[src/rtl/password_entry_pkg.sv]
// password_entry_pkg: shared state encoding, timing defaults and digit width for the entry keypad
package password_entry_pkg;
  localparam int DEF_DEBOUNCE_CYCLES = 4;
  localparam int DEF_TIMEOUT_CYCLES  = 64;
  localparam int DIGIT_W             = 2;
  typedef enum logic [1:0] {IDLE, GET_D1, GET_D2, HOLD} state_t;
endpackage

[src/rtl/password_entry_key_debounce.sv]
// key_debounce: 2-flop synchronizer, stability counter and rising press-event generator for the keypad
module key_debounce
  import password_entry_pkg::*;
#(
  parameter int DEBOUNCE_CYCLES = DEF_DEBOUNCE_CYCLES,
  parameter int W               = DIGIT_W
) (
  input  logic         clk,
  input  logic         reset_n,
  input  logic         i_key,
  input  logic [W-1:0] i_code,
  output logic         o_press,
  output logic [W-1:0] o_code
);
  localparam int CW = $clog2(DEBOUNCE_CYCLES) + 1;
  logic          r_key_s1, r_key_s2, r_lvl;
  logic [W-1:0]  r_code_s1, r_code_s2;
  logic [CW-1:0] r_cnt;
  logic          w_flip;
  // The level flips on the edge that completes the stable run, so the event is seen by the FSM on that same edge
  assign w_flip  = (r_key_s2 != r_lvl) && (r_cnt == CW'(DEBOUNCE_CYCLES - 1));
  assign o_press = w_flip && r_key_s2;
  assign o_code  = r_code_s2;
  always_ff @(posedge clk or negedge reset_n) begin
    if (!reset_n) begin
      r_key_s1  <= 1'b0;
      r_key_s2  <= 1'b0;
      r_code_s1 <= '0;
      r_code_s2 <= '0;
      r_lvl     <= 1'b0;
      r_cnt     <= '0;
    end else begin
      r_key_s1  <= i_key;
      r_key_s2  <= r_key_s1;
      r_code_s1 <= i_code;
      r_code_s2 <= r_code_s1;
      r_lvl     <= w_flip ? r_key_s2 : r_lvl;
      r_cnt     <= (r_key_s2 == r_lvl || w_flip) ? '0 : r_cnt + 1'b1;
    end
  end
endmodule

[src/rtl/password_entry.sv]
// password_entry: two-digit keypad entry FSM with debounced key path, inter-digit timeout and registered outputs
module password_entry
  import password_entry_pkg::*;
#(
  parameter int DEBOUNCE_CYCLES = DEF_DEBOUNCE_CYCLES,
  parameter int TIMEOUT_CYCLES  = DEF_TIMEOUT_CYCLES
) (
  input  logic               clk,
  input  logic               reset_n,
  input  logic               sensor_entrance,
  input  logic               key_press,
  input  logic [DIGIT_W-1:0] key_code,
  input  logic               key_clear,
  output logic [DIGIT_W-1:0] password_1,
  output logic [DIGIT_W-1:0] password_2,
  output logic               pass_ready,
  output logic [1:0]         digit_cnt,
  output logic               entry_error
);
  localparam int TW = (TIMEOUT_CYCLES > 1) ? $clog2(TIMEOUT_CYCLES) : 1;
  localparam logic [TW-1:0] TO_MAX = TW'(TIMEOUT_CYCLES - 1);
  state_t             r_state;
  logic [TW-1:0]      r_to;
  logic [DIGIT_W-1:0] r_d1;
  logic               w_press;
  logic [DIGIT_W-1:0] w_code;
  key_debounce #(.DEBOUNCE_CYCLES(DEBOUNCE_CYCLES), .W(DIGIT_W)) u_key_debounce (
    .clk     (clk),
    .reset_n (reset_n),
    .i_key   (key_press),
    .i_code  (key_code),
    .o_press (w_press),
    .o_code  (w_code)
  );
  always_ff @(posedge clk or negedge reset_n) begin
    if (!reset_n) begin
      r_state     <= IDLE;
      r_to        <= '0;
      r_d1        <= '0;
      password_1  <= '0;
      password_2  <= '0;
      pass_ready  <= 1'b0;
      digit_cnt   <= 2'd0;
      entry_error <= 1'b0;
    end else begin
      entry_error <= 1'b0;
      r_to        <= (r_to == TO_MAX) ? r_to : r_to + 1'b1;
      case (r_state)
        IDLE: if (sensor_entrance) begin
          r_state <= GET_D1;
          r_to    <= '0;
        end
        GET_D1, GET_D2: if (key_clear) begin
          r_state   <= GET_D1;
          r_d1      <= '0;
          digit_cnt <= 2'd0;
          r_to      <= '0;
        end else if (w_press) begin
          r_to <= '0;
          if (r_state == GET_D1) begin
            r_d1      <= w_code;
            digit_cnt <= 2'd1;
            r_state   <= GET_D2;
          end else begin
            password_1 <= r_d1;
            password_2 <= w_code;
            pass_ready <= 1'b1;
            digit_cnt  <= 2'd2;
            r_state    <= HOLD;
          end
        end else if (r_to == TO_MAX) begin
          r_state     <= IDLE;
          r_d1        <= '0;
          digit_cnt   <= 2'd0;
          entry_error <= 1'b1;
        end
        HOLD: if (key_clear) begin
          r_state    <= IDLE;
          r_d1       <= '0;
          r_to       <= '0;
          password_1 <= '0;
          password_2 <= '0;
          pass_ready <= 1'b0;
          digit_cnt  <= 2'd0;
        end
        default: r_state <= IDLE;
      endcase
    end
  end
endmodule

[config.mk]
export PLATFORM = sky130hd
export DESIGN_NAME = password_entry
export DESIGN_NICKNAME = d
export VERILOG_FILES = /design/src/rtl/password_entry_pkg.sv /design/src/rtl/password_entry_key_debounce.sv /design/src/rtl/password_entry.sv
export SDC_FILE = /design/constraint.sdc
export NUM_CORES = 1
export LEC_CHECK = 0
export BUFFER_PORTS_ARGS = -buffer_cell sky130_fd_sc_hd__buf_2
export CAP_MARGIN = 0
export CORE_ASPECT_RATIO = 0.7
export CORE_MARGIN = 2
export CORE_UTILIZATION = 46
export DETAILED_ROUTE_END_ITERATION = 7
export PLACE_DENSITY_LB_ADDON = 0.05
export SETUP_SLACK_MARGIN = 0.05
export SYNTH_ARGS = -nofsm -noshare
export SYNTH_HDL_FRONTEND = slang
export SYNTH_SLANG_ARGS = --single-unit
[constraint.sdc]
create_clock -name clk -period 5.65 [get_ports clk]
set_input_delay 0.2825 -clock clk [delete_from_list [all_inputs] [get_ports clk]]
set_output_delay 0.2825 -clock clk [all_outputs]
set_load 0.1 [all_outputs]
* After elaboration in Yosys (flattened, before gate mapping)
Cells that the tools add are included.
** Storage, ports and cells
- Word-level logic and storage cells :: 79
- Bits of input ports :: 7
- Flip-flop bits (word level) :: 28
- Output and inout port bits :: 8
** Cells by class
- Equality and inequality tests :: 14
- Add/sub/neg operators :: 2
- Mux-type cells :: 39
- Reduce and logical (&&, ||, !) cells :: 10
** Operators by type and width (count)
- 2-bit two-way mux :: 17
- 6-bit two-way mux :: 5
- 6-bit one-hot mux with 3 select lines :: 1
- 2-bit one-hot mux with 2 select lines :: 4
- 1-bit two-way mux :: 9
- 2-bit inequality test, second input constant :: 4
- 6-bit by 1-bit adder with 6-bit output, second input constant :: 1
- 6-bit equality test, second input constant :: 1
- 2-bit one-hot mux with 3 select lines :: 1
- 3-bit AND reduction :: 2
- 5-bit AND reduction :: 1
- 2-bit equality test, second input constant :: 2
- 4-bit by 3-bit inequality test with 1-bit output, second input constant :: 1
- 4-bit inequality test, second input constant :: 1
- 4-bit AND reduction :: 1
- 3-bit by 1-bit adder with 3-bit output, second input constant :: 1
- 3-bit by 2-bit equality test with 1-bit output, second input constant :: 1
- 3-bit two-way mux :: 1
- 2-bit by 1-bit equality test with 1-bit output, second input constant :: 1
- 1-bit logical AND :: 2
- 2-bit zero test :: 1
- 2-bit by 1-bit inequality test with 1-bit output, second input constant :: 1
- 1-bit one-hot mux with 2 select lines :: 1
- 2-bit nonzero test :: 1
- other kinds (4) :: 4

* Depth between registers and ports, before layout
- Depth after elaboration :: 6
- Gate-level depth with buffers :: 6
- Gate-level depth less buffers :: 6

* Modules after synthesis
From an unflattened synthesis, not the netlist that was laid out.
** Unflattened totals
- Cell total of the unflattened synthesis :: 111
- Area, all modules :: 1302.5 um2
** Modules (own cells, without submodules)
- password_entry :: sequential area each 450.4 um2, cells an instance 90, area an instance 975.9 um2, times used 1
- key_debounce :: sequential area each 250.2 um2, cells an instance 21, area an instance 326.6 um2, times used 1

* Least setup slack after synthesis
No wires, ideal clock.
- Path kind :: flip-flop to flip-flop
- Start :: register r_state[0]
- End :: register digit_cnt[1]
- Path slack :: 3886 ps
- Stages on the path, launching flop included :: 7
- Setup time :: 125 ps
- Required time :: 5525 ps
- Clock period less this slack :: 1764 ps
- Buffers on the path :: 0
- Data arrival time :: 1638 ps
- Path through :: dfrtp_1 -> inv_1 -> ha_1 -> nor2b_2 -> o21a_1 -> a211o_1 -> mux2_4
** Between the ends
- Word-level cells in the longest chain between the ends :: 5
- Elaborated cells on any way between the ends :: 12
- Those cells by class :: eq/ne (5); mux (4); reduce/logical (3)
** Ends and longest elaborated chain
- start, declared :: line password_entry.sv:22 : state_t r_state;
- start signal, assigned :: line password_entry.sv:37 : r_state <= IDLE;
- start signal, assigned :: line password_entry.sv:50 : r_state <= GET_D1;
- start signal, assigned :: line password_entry.sv:54 : r_state <= GET_D1;
- 2-bit by 1-bit equality test with 1-bit output :: line password_entry.sv:48, password_entry.sv:60
- 2-bit two-way mux :: line password_entry.sv:60 : if (r_state == GET_D1) begin
- 2-bit two-way mux :: line password_entry.sv:58 : end else if (w_press) begin
- 2-bit two-way mux :: line password_entry.sv:53 : GET_D1, GET_D2: if (key_clear) begin
- 2-bit one-hot mux with 2 select lines :: line password_entry.sv:48 : case (r_state)
- end signal, assigned :: line password_entry.sv:56 : digit_cnt <= 2'd0;
- end signal, assigned :: line password_entry.sv:62 : digit_cnt <= 2'd1;
- end signal, assigned :: line password_entry.sv:68 : digit_cnt <= 2'd2;
- end, declared :: line password_entry.sv:17 : output logic [1:0] digit_cnt,
Parallel ways exist; a longest one is shown, timed or not.
A chain may end at the register's enable or synchronous reset.

* Worst setup path in the final report
Same ends and word-level chain as after synthesis.

==> flow_metrics.tcl <==
set metrics [dict create \
    worstSkewPairLatency_ps 270 \
    synth-edff-count 0 \
    max-cap-violations 0 \
    hold_class "in -> async" \
    synth-seq-cells 28 \
    grt_pass1_vias 916 \
    antenna_found_initial 0 \
    hold_viol 0 \
    postLayoutCellArea_mm2 0.00149 \
    h-tree-depth 1 \
    ioPinCount 15 \
    endpoint "digit_cnt[1]" \
    port_buffers 14 \
    cts_setup_buffers 0 \
    detail_route.iter0.violations 29 \
    n_antenna_cell 0 \
    fin_nets 149 \
    critPathLaunchType "register" \
    p_leak_nw 0.733 \
    crit_arrival_ps 2090 \
    dp.cells 166 \
    grt_max_degree 29 \
    dieArea_mm2 0.00327 \
    status "finished clean" \
    cts-resized-gates 0 \
    grt_remaining_overflow 0 \
    rr_worst_depth 6 \
    rows 16 \
    layout_common_cells "28 x dfrtp_1, 14 x buf_2, 12 x inv_1" \
    fp.dieW_um 67.5 \
    cts_root_buf "clkbuf_8" \
    grtUsageTotal 0.164 \
    areaGrowthSynthToFinish_pct 14.4 \
    top_usage_layer "met2" \
    cts_hold_buf 0 \
    period_minus_slack_ps 1930 \
    slew_headroom 0.593 \
    dp_hpwl_um 1620 \
    drc_errors 0 \
    syn-num-nets 130 \
    rsz0062_at_grt "false" \
    final_cells 170 \
    powerDensity_mw_per_mm2 411 \
    regToRegStartpoint "r_state[0]" \
    cp.required_ps 5810 \
    seq_area_frac_synth 0.539 \
    viasPerCell 5.14 \
    critPathLaunch "r_state[0]" \
    drt_wl_total_um 2180 \
    n_fill_cell 246 \
    synthCells 116 \
    drt-pass1-iter-count 4 \
    syn_avg_cell_area_um2 11.2 \
    grt_pass1_wl_um 4030 \
    drv_slew 0 \
    crit_fanout 6 \
    setup_tns_ps 0 \
    antenna_left 0 \
    fin_hold_ws_ps 12.8 \
    worst_slew_pin_slew_ps 611 \
    fp.dieH_um 48.5 \
    core_area_mm2 0.00274 \
    r2r_end "digit_cnt[1]" \
    globalplace.congestion 0.731 \
    cts_buffer_depth 2 \
    clock_sinks 28 \
    synth_area_mm2 0.00130 \
    yosys_warnings 0 \
    synthDistinctLibCells 33 \
    vias 874 \
    drive_gt1_frac 0.194 \
    crit_type "reg -> reg" \
    clk_pin_slew_ps 90 \
    cts_buffers 3 \
    cts_tree "done" \
    setup_viol 0 \
    wl_per_cell_um 12.8 \
    worst_slack_ps 3720 \
    final_common_cell "dfrtp_1" \
    synthArstFlopShare 1.00 \
    use_met2 0.268 \
    pre_cts_ws_ps 3740 \
    fin_crit_sh 0.342 \
    grt_use_met1 0.215 \
    regToRegSetupSlack_ps 3720 \
    synth_top_flop_cell "dfrtp_1" \
    end_kind "register" \
    use_met3 0.0488 \
    start_util 0.474 \
    max_freq_mhz 518 \
    ir_drop_v 0.000204 \
    postPlaceCellArea_mm2 0.00141 \
    fin_skew_ps 4.56 \
]
-- kinds of logic after synthesis --
kind of cell,after synthesis,synth area share
buffers and inverters,12,0.0347
AO/OA/AOI/OAI,19,0.110
XOR/XNOR,3,0.0202
adder cells (fa/ha/maj),7,0.0674
flip-flops,28,0.539
multiplexers,7,0.0578
AND/OR/NAND/NOR,40,0.171
-- synthesized netlist by cell type, types with 2 or more instances --
cell / number / area, um2
dfrtp_1: 28 / 701
inv_1: 12 / 45.0
nand2_1: 11 / 41.3
nor2_1: 11 / 41.3
ha_1: 7 / 87.6
mux2i_1: 6 / 60.1
nand3_1: 6 / 30.0
o21ai_0: 6 / 30.0
a21oi_1: 3 / 15.0
nor3_1: 2 / 10.0
xnor2_1: 2 / 17.5
-- per-stage QoR --
step | power, mW | utilization
2_1_floorplan | 0.419 | -
3_3_place_gp | 0.455 | 0.516
3_5_place_dp | 0.462 | 0.516
4_1_cts | 0.621 | 0.542
6_report | 0.611 | 0.542
5_1_grt | 0.654 | 0.542
-- flip-flops by register name, summed over array words and instances (netlist names) --
register	cells
digit_cnt	2
entry_error	1
pass_ready	1
password_1	2
password_2	2
r_d1	2
r_state	2
r_to	6
u_key_debounce.o_code	2
u_key_debounce.r_cnt	3
u_key_debounce.r_code_s1	2
u_key_debounce.r_key_s1	1
u_key_debounce.r_key_s2	1
u_key_debounce.r_lvl	1
-- per-layer routing --
layer / wire, um / vias up
met1: 1070 / 428
met4: 13 / 0
met2: 1020 / 14
met5: 0 / -
li1: - / 430
met3: 76 / 2
-- power by group --
| group | switching [mW] | total [mW] | internal, mW |
|---|---|---|---|
| sequential | 0.0225 | 0.254 | 0.231 |
| clock | 0.0597 | 0.154 | 0.0948 |
| combinational | 0.136 | 0.202 | 0.0665 |
-- layout make-up --
| type | count | area [um2] | area share |
|---|---|---|---|
| multi-input combinational | 76 | 553 | 0.372 |
| clock buffer | 3 | 41.3 | 0.0278 |
| tap | 36 | 45.0 | 0.0303 |
| inverter | 12 | 45.0 | 0.0303 |
| clock inverter | 1 | 30.0 | 0.0202 |
| timing repair buffer | 14 | 70.1 | 0.0472 |
| sequential | 28 | 701 | 0.472 |
-- worst min path at each step --
stage	from	end	slack, ps	cells after the start
3_5_place_dp	reset_n	u_key_debounce.r_cnt[2]	340	1
2_1_floorplan	reset_n	digit_cnt[0]	-10	0
6_report	reset_n	u_key_debounce.r_cnt[2]	10	1
4_1_cts	reset_n	u_key_debounce.r_cnt[2]	30	1
3_3_place_gp	reset_n	u_key_debounce.r_cnt[1]	330	1
5_1_grt	reset_n	u_key_debounce.r_cnt[2]	40	1
-- worst max-delay path, cell delays in order (launching register included) --
cell and delay, ps:
dfrtp_1 390, inv_1 90, ha_1 370, nor2b_2 190, o21a_1 140, a211o_1 320, mux2_4 310
Power figures use the tool's default switching activity.
